===== src/rtl/ex_stage_pipe_if.sv =====
// ID -> EX instruction bus, later-stage forwarding taps and EX -> MEM result bus.
// master drives the instruction side (ID stage), slave is the execute stage.
interface ex_stage_pipe_if #(
  parameter int XLEN  = 32,
  parameter int RADDR = 5
);
  logic              in_valid;
  logic              flush;
  logic [XLEN-1:0]   pc;
  logic [XLEN-1:0]   reg1;
  logic [XLEN-1:0]   reg2;
  logic [XLEN-1:0]   offset;
  logic [RADDR-1:0]  rs_src;
  logic [RADDR-1:0]  rt_src;
  logic [RADDR-1:0]  rt;
  logic [RADDR-1:0]  rd;
  logic              RegDest;
  logic              ALUSrc;
  logic              Branch;
  logic              MemRead;
  logic              MemWrite;
  logic              RegWrite;
  logic              MemtoReg;
  logic [1:0]        ALUOp;

  logic              exmem_regwrite;
  logic              memwb_regwrite;
  logic [RADDR-1:0]  exmem_rd;
  logic [RADDR-1:0]  memwb_rd;
  logic [XLEN-1:0]   exmem_value;
  logic [XLEN-1:0]   memwb_value;

  logic              stall_out;
  logic              out_valid;
  logic [XLEN-1:0]   brachAdr;
  logic [XLEN-1:0]   ALUres;
  logic [XLEN-1:0]   reg21;
  logic [RADDR-1:0]  writeReg;
  logic              zero;
  logic              BranchOut;
  logic              MemReadOut;
  logic              MemWriteOut;
  logic              RegWriteOut;
  logic              MemtoRegOut;

  modport master (
    output in_valid, flush, pc, reg1, reg2, offset, rs_src, rt_src, rt, rd,
           RegDest, ALUSrc, Branch, MemRead, MemWrite, RegWrite, MemtoReg, ALUOp,
           exmem_regwrite, memwb_regwrite, exmem_rd, memwb_rd, exmem_value, memwb_value,
    input  stall_out, out_valid, brachAdr, ALUres, reg21, writeReg, zero,
           BranchOut, MemReadOut, MemWriteOut, RegWriteOut, MemtoRegOut
  );

  modport slave (
    input  in_valid, flush, pc, reg1, reg2, offset, rs_src, rt_src, rt, rd,
           RegDest, ALUSrc, Branch, MemRead, MemWrite, RegWrite, MemtoReg, ALUOp,
           exmem_regwrite, memwb_regwrite, exmem_rd, memwb_rd, exmem_value, memwb_value,
    output stall_out, out_valid, brachAdr, ALUres, reg21, writeReg, zero,
           BranchOut, MemReadOut, MemWriteOut, RegWriteOut, MemtoRegOut
  );
endinterface


===== src/rtl/ex_stage_pipe.sv =====
// MIPS execute stage: ID/EX register, operand forwarding, ALU, branch target,
// and a multi-cycle signed MULT unit with HI/LO that stalls the front end.
module ex_stage_pipe #(
  parameter int XLEN    = 32,
  parameter int RADDR   = 5,
  parameter int MUL_LAT = 4
) (
  input logic            clock,
  input logic            reset,
  ex_stage_pipe_if.slave bus
);

  localparam int CW    = $clog2(MUL_LAT + 1);
  localparam int LOADV = (MUL_LAT >= 2) ? (MUL_LAT - 2) : 0;

  typedef enum logic [1:0] {S_IDLE, S_MUL, S_DONE} state_t;

  state_t state, state_n;

  // ID/EX pipeline register
  logic              q_valid;
  logic [XLEN-1:0]   q_pc, q_reg1, q_reg2, q_off;
  logic [RADDR-1:0]  q_rs, q_rtsrc, q_rt, q_rd;
  logic              q_regdest, q_alusrc, q_branch, q_memread, q_memwrite;
  logic              q_regwrite, q_memtoreg;
  logic [1:0]        q_aluop;

  logic              stall;
  logic              start;
  logic              hilo_we;
  logic [CW-1:0]     cnt;
  logic [XLEN-1:0]   op_a, op_b;
  logic [XLEN-1:0]   hi, lo;

  logic [XLEN-1:0]   fwd_a, fwd_b, alu_b, alu_res;
  logic              funct_ok;
  logic [5:0]        funct;
  logic              is_mult;
  logic [XLEN-1:0]   mul_a, mul_b;
  logic signed [2*XLEN-1:0] product;
  logic              valid_out, ctrl_en;
  logic [XLEN-1:0]   res_out;

  always_ff @(posedge clock) begin
    if (reset) begin
      q_valid    <= 1'b0;
      q_pc       <= '0;
      q_reg1     <= '0;
      q_reg2     <= '0;
      q_off      <= '0;
      q_rs       <= '0;
      q_rtsrc    <= '0;
      q_rt       <= '0;
      q_rd       <= '0;
      q_regdest  <= 1'b0;
      q_alusrc   <= 1'b0;
      q_branch   <= 1'b0;
      q_memread  <= 1'b0;
      q_memwrite <= 1'b0;
      q_regwrite <= 1'b0;
      q_memtoreg <= 1'b0;
      q_aluop    <= '0;
    end else if (!stall) begin
      q_valid    <= bus.in_valid & ~bus.flush;
      q_pc       <= bus.pc;
      q_reg1     <= bus.reg1;
      q_reg2     <= bus.reg2;
      q_off      <= bus.offset;
      q_rs       <= bus.rs_src;
      q_rtsrc    <= bus.rt_src;
      q_rt       <= bus.rt;
      q_rd       <= bus.rd;
      q_regdest  <= bus.RegDest;
      q_alusrc   <= bus.ALUSrc;
      q_branch   <= bus.Branch;
      q_memread  <= bus.MemRead;
      q_memwrite <= bus.MemWrite;
      q_regwrite <= bus.RegWrite;
      q_memtoreg <= bus.MemtoReg;
      q_aluop    <= bus.ALUOp;
    end
  end

  // EX/MEM wins over MEM/WB; $0 is never forwarded
  always_comb begin
    fwd_a = q_reg1;
    if (bus.exmem_regwrite && (q_rs != '0) && (bus.exmem_rd == q_rs))
      fwd_a = bus.exmem_value;
    else if (bus.memwb_regwrite && (q_rs != '0) && (bus.memwb_rd == q_rs))
      fwd_a = bus.memwb_value;

    fwd_b = q_reg2;
    if (bus.exmem_regwrite && (q_rtsrc != '0) && (bus.exmem_rd == q_rtsrc))
      fwd_b = bus.exmem_value;
    else if (bus.memwb_regwrite && (q_rtsrc != '0) && (bus.memwb_rd == q_rtsrc))
      fwd_b = bus.memwb_value;
  end

  assign funct   = q_off[5:0];
  assign is_mult = q_valid && (q_aluop == 2'b10) && (funct == 6'h18);
  assign alu_b   = q_alusrc ? q_off : fwd_b;

  always_comb begin
    alu_res  = '0;
    funct_ok = 1'b1;
    unique case (q_aluop)
      2'b00: alu_res = fwd_a + alu_b;
      2'b01: alu_res = fwd_a - alu_b;
      2'b11: alu_res = fwd_a | alu_b;
      2'b10: begin
        case (funct)
          6'h20:   alu_res = fwd_a + alu_b;
          6'h22:   alu_res = fwd_a - alu_b;
          6'h24:   alu_res = fwd_a & alu_b;
          6'h25:   alu_res = fwd_a | alu_b;
          6'h2A:   alu_res = {{(XLEN-1){1'b0}}, ($signed(fwd_a) < $signed(alu_b))};
          6'h18:   alu_res = '0;
          6'h10:   alu_res = hi;
          6'h12:   alu_res = lo;
          default: funct_ok = 1'b0;
        endcase
      end
      default: alu_res = '0;
    endcase
  end

  always_ff @(posedge clock) begin
    if (reset) state <= S_IDLE;
    else       state <= state_n;
  end

  // The entry cycle in IDLE counts toward MUL_LAT, so MUL runs MUL_LAT-1 cycles.
  always_comb begin
    state_n = state;
    stall   = 1'b0;
    start   = 1'b0;
    hilo_we = 1'b0;
    unique case (state)
      S_IDLE: begin
        if (is_mult) begin
          stall = 1'b1;
          start = 1'b1;
          if (MUL_LAT == 1) begin
            hilo_we = 1'b1;
            state_n = S_DONE;
          end else begin
            state_n = S_MUL;
          end
        end
      end
      S_MUL: begin
        stall = 1'b1;
        if (cnt == '0) begin
          hilo_we = 1'b1;
          state_n = S_DONE;
        end
      end
      S_DONE:  state_n = S_IDLE;
      default: state_n = S_IDLE;
    endcase
  end

  assign mul_a   = (state == S_IDLE) ? fwd_a : op_a;
  assign mul_b   = (state == S_IDLE) ? fwd_b : op_b;
  assign product = $signed({{XLEN{mul_a[XLEN-1]}}, mul_a}) *
                   $signed({{XLEN{mul_b[XLEN-1]}}, mul_b});

  always_ff @(posedge clock) begin
    if (reset) begin
      cnt  <= '0;
      op_a <= '0;
      op_b <= '0;
      hi   <= '0;
      lo   <= '0;
    end else begin
      if (start) begin
        op_a <= fwd_a;
        op_b <= fwd_b;
        cnt  <= CW'(LOADV);
      end else if ((state == S_MUL) && (cnt != '0)) begin
        cnt <= cnt - 1'b1;
      end
      if (hilo_we) begin
        hi <= product[2*XLEN-1:XLEN];
        lo <= product[XLEN-1:0];
      end
    end
  end

  assign valid_out = (state == S_DONE) || ((state == S_IDLE) && q_valid && !is_mult);
  assign ctrl_en   = valid_out && (state != S_DONE);
  assign res_out   = (state == S_DONE) ? '0 : alu_res;

  assign bus.stall_out   = stall;
  assign bus.out_valid   = valid_out;
  assign bus.ALUres      = res_out;
  assign bus.zero        = valid_out && (res_out == '0);
  assign bus.brachAdr    = q_pc + (q_off << 2);
  assign bus.reg21       = fwd_b;
  assign bus.writeReg    = q_regdest ? q_rd : q_rt;
  assign bus.BranchOut   = ctrl_en & q_branch;
  assign bus.MemReadOut  = ctrl_en & q_memread;
  assign bus.MemWriteOut = ctrl_en & q_memwrite;
  assign bus.RegWriteOut = ctrl_en & q_regwrite & funct_ok;
  assign bus.MemtoRegOut = ctrl_en & q_memtoreg;

endmodule


===== src/flat_wrapper.sv =====
// flat-port wrapper written by rule: the top's interface ports become plain ports
module ex_stage_pipe_flat 
#(
  parameter int XLEN    = 32,
  parameter int RADDR   = 5,
  parameter int MUL_LAT = 4
)
  (clock, reset, bus_in_valid, bus_flush, bus_pc, bus_reg1, bus_reg2, bus_offset, bus_rs_src, bus_rt_src, bus_rt, bus_rd, bus_RegDest, bus_ALUSrc, bus_Branch, bus_MemRead, bus_MemWrite, bus_RegWrite, bus_MemtoReg, bus_ALUOp, bus_exmem_regwrite, bus_memwb_regwrite, bus_exmem_rd, bus_memwb_rd, bus_exmem_value, bus_memwb_value, bus_stall_out, bus_out_valid, bus_brachAdr, bus_ALUres, bus_reg21, bus_writeReg, bus_zero, bus_BranchOut, bus_MemReadOut, bus_MemWriteOut, bus_RegWriteOut, bus_MemtoRegOut);
  ex_stage_pipe_if #(.XLEN(XLEN), .RADDR(RADDR)) bus_i ();
  input logic clock;
  input logic reset;
  input wire logic [$bits(bus_i.in_valid)-1:0] bus_in_valid;
  input wire logic [$bits(bus_i.flush)-1:0] bus_flush;
  input wire logic [$bits(bus_i.pc)-1:0] bus_pc;
  input wire logic [$bits(bus_i.reg1)-1:0] bus_reg1;
  input wire logic [$bits(bus_i.reg2)-1:0] bus_reg2;
  input wire logic [$bits(bus_i.offset)-1:0] bus_offset;
  input wire logic [$bits(bus_i.rs_src)-1:0] bus_rs_src;
  input wire logic [$bits(bus_i.rt_src)-1:0] bus_rt_src;
  input wire logic [$bits(bus_i.rt)-1:0] bus_rt;
  input wire logic [$bits(bus_i.rd)-1:0] bus_rd;
  input wire logic [$bits(bus_i.RegDest)-1:0] bus_RegDest;
  input wire logic [$bits(bus_i.ALUSrc)-1:0] bus_ALUSrc;
  input wire logic [$bits(bus_i.Branch)-1:0] bus_Branch;
  input wire logic [$bits(bus_i.MemRead)-1:0] bus_MemRead;
  input wire logic [$bits(bus_i.MemWrite)-1:0] bus_MemWrite;
  input wire logic [$bits(bus_i.RegWrite)-1:0] bus_RegWrite;
  input wire logic [$bits(bus_i.MemtoReg)-1:0] bus_MemtoReg;
  input wire logic [$bits(bus_i.ALUOp)-1:0] bus_ALUOp;
  input wire logic [$bits(bus_i.exmem_regwrite)-1:0] bus_exmem_regwrite;
  input wire logic [$bits(bus_i.memwb_regwrite)-1:0] bus_memwb_regwrite;
  input wire logic [$bits(bus_i.exmem_rd)-1:0] bus_exmem_rd;
  input wire logic [$bits(bus_i.memwb_rd)-1:0] bus_memwb_rd;
  input wire logic [$bits(bus_i.exmem_value)-1:0] bus_exmem_value;
  input wire logic [$bits(bus_i.memwb_value)-1:0] bus_memwb_value;
  output wire logic [$bits(bus_i.stall_out)-1:0] bus_stall_out;
  output wire logic [$bits(bus_i.out_valid)-1:0] bus_out_valid;
  output wire logic [$bits(bus_i.brachAdr)-1:0] bus_brachAdr;
  output wire logic [$bits(bus_i.ALUres)-1:0] bus_ALUres;
  output wire logic [$bits(bus_i.reg21)-1:0] bus_reg21;
  output wire logic [$bits(bus_i.writeReg)-1:0] bus_writeReg;
  output wire logic [$bits(bus_i.zero)-1:0] bus_zero;
  output wire logic [$bits(bus_i.BranchOut)-1:0] bus_BranchOut;
  output wire logic [$bits(bus_i.MemReadOut)-1:0] bus_MemReadOut;
  output wire logic [$bits(bus_i.MemWriteOut)-1:0] bus_MemWriteOut;
  output wire logic [$bits(bus_i.RegWriteOut)-1:0] bus_RegWriteOut;
  output wire logic [$bits(bus_i.MemtoRegOut)-1:0] bus_MemtoRegOut;
  assign bus_i.in_valid = bus_in_valid;
  assign bus_i.flush = bus_flush;
  assign bus_i.pc = bus_pc;
  assign bus_i.reg1 = bus_reg1;
  assign bus_i.reg2 = bus_reg2;
  assign bus_i.offset = bus_offset;
  assign bus_i.rs_src = bus_rs_src;
  assign bus_i.rt_src = bus_rt_src;
  assign bus_i.rt = bus_rt;
  assign bus_i.rd = bus_rd;
  assign bus_i.RegDest = bus_RegDest;
  assign bus_i.ALUSrc = bus_ALUSrc;
  assign bus_i.Branch = bus_Branch;
  assign bus_i.MemRead = bus_MemRead;
  assign bus_i.MemWrite = bus_MemWrite;
  assign bus_i.RegWrite = bus_RegWrite;
  assign bus_i.MemtoReg = bus_MemtoReg;
  assign bus_i.ALUOp = bus_ALUOp;
  assign bus_i.exmem_regwrite = bus_exmem_regwrite;
  assign bus_i.memwb_regwrite = bus_memwb_regwrite;
  assign bus_i.exmem_rd = bus_exmem_rd;
  assign bus_i.memwb_rd = bus_memwb_rd;
  assign bus_i.exmem_value = bus_exmem_value;
  assign bus_i.memwb_value = bus_memwb_value;
  assign bus_stall_out = bus_i.stall_out;
  assign bus_out_valid = bus_i.out_valid;
  assign bus_brachAdr = bus_i.brachAdr;
  assign bus_ALUres = bus_i.ALUres;
  assign bus_reg21 = bus_i.reg21;
  assign bus_writeReg = bus_i.writeReg;
  assign bus_zero = bus_i.zero;
  assign bus_BranchOut = bus_i.BranchOut;
  assign bus_MemReadOut = bus_i.MemReadOut;
  assign bus_MemWriteOut = bus_i.MemWriteOut;
  assign bus_RegWriteOut = bus_i.RegWriteOut;
  assign bus_MemtoRegOut = bus_i.MemtoRegOut;
  ex_stage_pipe #(.XLEN(XLEN), .RADDR(RADDR), .MUL_LAT(MUL_LAT)) u_core (.clock(clock), .reset(reset), .bus(bus_i));
endmodule

===== config.mk =====
export PLATFORM = sky130hd
export DESIGN_NAME = ex_stage_pipe_flat
export DESIGN_NICKNAME = d
export VERILOG_FILES = /design/src/rtl/ex_stage_pipe_if.sv /design/src/rtl/ex_stage_pipe.sv /design/src/flat_wrapper.sv
export SDC_FILE = /design/constraint.sdc
export NUM_CORES = 2
export LEC_CHECK = 0
export BUFFER_PORTS_ARGS = -buffer_cell sky130_fd_sc_hd__clkbuf_2
export CAP_MARGIN = 10
export CORE_MARGIN = 2
export CORE_UTILIZATION = 30
export CTS_BUF_LIST = sky130_fd_sc_hd__clkbuf_4
export DETAILED_ROUTE_END_ITERATION = 8
export GPL_ROUTABILITY_DRIVEN = 0
export MAX_ROUTING_LAYER = met4
export SYNTH_ARGS = -nofsm -noshare
export SYNTH_HDL_FRONTEND = slang
export SYNTH_SLANG_ARGS = --single-unit

===== constraint.sdc =====
create_clock -name clock -period 27.1 [get_ports clock]
set_input_delay 1.355 -clock clock [delete_from_list [all_inputs] [get_ports clock]]
set_output_delay 1.355 -clock clock [all_outputs]
set_load 0.005 [all_outputs]

==> impl_summary.log <==
[metrics] cts-stage hold buffer count: 0
[metrics] clk_lat worst skew: 0.97 ns
[metrics] I/O pin total: 346
[metrics] die boundary width: 437.0 um
[metrics] via/cell ratio: 5.407
[metrics] origin of the critical flop-to-flop path: u_core.q_rs[0]$_SDFFE_PP0N_
[metrics] Final HPWL DP: 184000 um
[metrics] worst hold path cell count: 2
[metrics] number of routed nets with antenna violations: 0
[metrics] first drt pass iteration count: 9
[metrics] most frequent cell on the critical path: fa_1
[metrics] main flop type after synthesis: dfxtp_1
[metrics] unrepaired setup endpoints after global routing: no
[metrics] layout cells sized above 1: 0.1165
[metrics] overall fraction of global-route tracks in use: 0.2502
[metrics] clock sink count: between 200 and 300
[metrics] violations in the final reports: DRC
[metrics] mapped cell area: 56250 sq um
[metrics] antenna violations before repair: 37
[metrics] maximum count of clock buffers along a single path: 3
[metrics] maximum capacitance violations: 0
[metrics] synth-to-layout area growth: 10.69%
[metrics] via count: 51290
[metrics] LEAKAGE: 29.09 nW
[metrics] top cells by instance count after synthesis: inv_1 (1130), nand2_1 (1093), fa_1 (1085)
[metrics] maximum number of pins on one net before global-route repair: 88
[metrics] aggregate global routing overflow: 0
[metrics] peak fanout along the critical path: 32
[metrics] final total negative setup slack: 0 ns
[metrics] crit path time final: 11.85 ns
[metrics] starting density of the core: 0.3027
[metrics] total clock buffers created by CTS: 78
[metrics] count of flip-flops with a built-in enable after synthesis: 0
[metrics] first-pass GRT wire length: 344000 um
[metrics] post-route clock period utilization: 0.4372
[metrics] clock root cell: clkbuf_4
[metrics] maximum single-stage delay on the critical path: roughly 1.1 ns
[metrics] PD cells: 114.4 nW/um^2
[metrics] Seq/Total Area, Yosys: 0.1036
[metrics] maximum vdd drop: 360.2 uV
[metrics] Design Area, Final: 62270 sq um
[metrics] number of pins with negative max-slew slack in the final report: 0
[metrics] Synth Warn #: 0
[metrics] net count of the mapped netlist: 8327
[metrics] cell taking the most area after synthesis: fa_1
[metrics] number of cells on the worst reg-to-reg path: 33
[metrics] H-tree Lvls: 3
[metrics] path type of the worst setup path: in -> reg
[metrics] worst clock skew: 0.1154 ns
[metrics] Syn Area/Cell: 8.403 sq um
[metrics] routed wire length: 236100 um
[metrics] endpoint with the worst hold slack: u_core.q_memtoreg$_SDFFE_PP0N_
[metrics] number of post-CTS setup repair buffers: 0
[metrics] total of buffers placed on input and output ports: approximately 350
[metrics] die span in y: between 400 and 500 um
[metrics] Startpoint Class: input pin
[metrics] TritonCTS clock tree: built
[metrics] slew of the pin with the lowest slew margin: 1.386 ns
[metrics] number of distinct library cell variants in the gate-level netlist after synthesis: 97
[metrics] Hold Crit Class: reg -> reg
[metrics] vias in the first global route: 51530
[metrics] outcome: complete, but fails checks
[metrics] Clk pin slew, worst setup/hold paths: roughly 0.06 ns
[metrics] post-cts sizing count: 0
[metrics] floorplan row count: between 150 and 200
[metrics] crit end category: flip-flop
[metrics] start point of the worst hold path: u_core.q_memtoreg$_SDFFE_PP0N_
[metrics] required time of the critical path: 27.84 ns
[metrics] Synth Instances: 6694
[metrics] WL/cell: around 25 um
[metrics] endpoint of the lowest-slack register-to-register path: u_core.hi[31]$_SDFFE_PP0P_
[metrics] share of synthesized registers carrying an async set or reset: 0
[metrics] detailed-route DRC error count: 3
[metrics] fraction of synthesized cell area taken by the top area cell type: 0.3861
[metrics] final count of hold timing violations: 0
[metrics] number of synthesized register bits: roughly 290
[metrics] Worst R2R Setup Slack: 15.28 ns
[metrics] total of endpoints with negative setup slack in the final report: 0
[metrics] cell with the most instances after synthesis: inv_1
[metrics] achievable frequency: 84.40 MHz
[metrics] number of DRC markers in iteration 0: 6719
[metrics] overall die area: 191000 sq um
[metrics] Max-slew headroom: 0.06947
[metrics] Placement Cell Area: 61230 sq um
[metrics] slowest cell on the critical path: fa_1
[metrics] Layout Nets: 8551
[metrics] largest cells by area after synthesis: fa_1 (39%), dfxtp_1 (10%), inv_1 (7.5%), nand2_1 (7.3%), ha_1 (6.9%)
[metrics] area of the core region: 185800 sq um
[metrics] CP arrival: 12.59 ns
-- power breakdown --
| part | internal (mW) | total, mW | switching (mW) |
|---|---|---|---|
| sequential | 0.441 | 0.463 | 0.0221 |
| combinational | 2.23 | 6.25 | 4.02 |
| clock | 0.188 | 0.410 | 0.222 |
| total | 2.86 | 7.12 | 4.26 |
-- cell families after synthesis --
logic type	synth area share
simple gates	0.1513
buf+inv	0.1007
fa+ha+maj	0.4553
compound gates	0.1213
flops	0.1036
mux	0.04348
xor+xnor	0.02429
-- sequential cells by signal (all words and copies together) (netlist names), 5 cells and up --
name,flops
u_core.q_reg2,32
u_core.lo,32
u_core.q_rtsrc,5
u_core.q_reg1,32
u_core.q_rs,5
u_core.q_rt,5
u_core.op_b,32
u_core.op_a,32
u_core.hi,32
u_core.q_pc,32
u_core.q_rd,5
u_core.q_off,32
-- through the flow --
step	utilization	hold slack (ns)	setup slack [ns]	std cells	total power [mW]
floorplan	-	0.4255	16.41	6694	4.509
CTS	0.3345	0.4537	15.44	9447	6.918
detailed placement	0.3295	0.4446	14.57	9318	6.483
global route	0.3350	0.4627	14.77	9479	7.663
finish	0.3351	0.4515	15.25	9487	7.121
global placement	0.3295	0.4345	14.75	9318	6.435
-- cells in the final DEF, fill, tap and decap left out, types with 20 or more instances in the layout --
cell and count:
buf_4 158, and2_1 28, a21o_1 66, o21ai_0 165, o21ai_1 28, fa_1 1085
mux2i_2 20, inv_1 1130, nand3_1 39, nor2b_1 20, nand2_1 1092, clkbuf_2 344
a22o_1 72, dfxtp_1 291, and3_1 21, o211ai_1 23, o21a_1 26, xor2_1 36
xnor2_1 120, nor3_1 43, ha_1 311, mux2_2 99, a31oi_1 33, mux2i_1 97
nor2_1 689, clkbuf_4 109, a211oi_1 38, diode_2 40, nand2b_1 32, a21oi_1 375
-- layer usage --
metal,GRT usage,share of wire
met4,0.1281,0.063
met1,0.3145,0.38
met2,0.3531,0.42
met3,0.08684,0.14
met5,-,0
-- critical path: cells and delay by family --
family / cells / cell delay, ns
AO/OA/AOI/OAI: 5 / 1.63
XOR/XNOR: 1 / 0.14
buffers and inverters: 9 / 1.68
adder cells (fa/ha/maj): 9 / 5.25
multiplexers: 3 / 1.09
AND/OR/NAND/NOR: 7 / 1.35
-- worst max-delay path by stage --
stage / from / end / slack [ns] / cells past startpoint
2_1_floorplan: bus_memwb_rd[3] / u_core.hi[31]$_SDFFE_PP0P_ / 16.41 / 34
3_3_place_gp: bus_memwb_rd[2] / u_core.hi[30]$_SDFFE_PP0P_ / 14.75 / 34
3_5_place_dp: bus_memwb_rd[4] / u_core.hi[31]$_SDFFE_PP0P_ / 14.57 / 34
4_1_cts: u_core.q_rs[0]$_SDFFE_PP0N_ / u_core.hi[31]$_SDFFE_PP0P_ / 15.44 / 33
5_1_grt: bus_memwb_rd[4] / u_core.hi[31]$_SDFFE_PP0P_ / 14.77 / 34
6_report: bus_memwb_rd[4] / u_core.hi[31]$_SDFFE_PP0P_ / 15.25 / 34
-- final cells by class --
type	instances	area, sq um
Clock inverter	20	122.6
Timing Repair Buffer	503	2919
Clock buffer	109	818.3
Multi-Input combinational cell	4912	45130
Tap cell	2480	3103
Inverter	1132	4252
Antenna cell	40	100.1
Fill cell	19480	123600
Sequential cell	291	5826
Note: power is estimated with default switching activity, not from simulation.
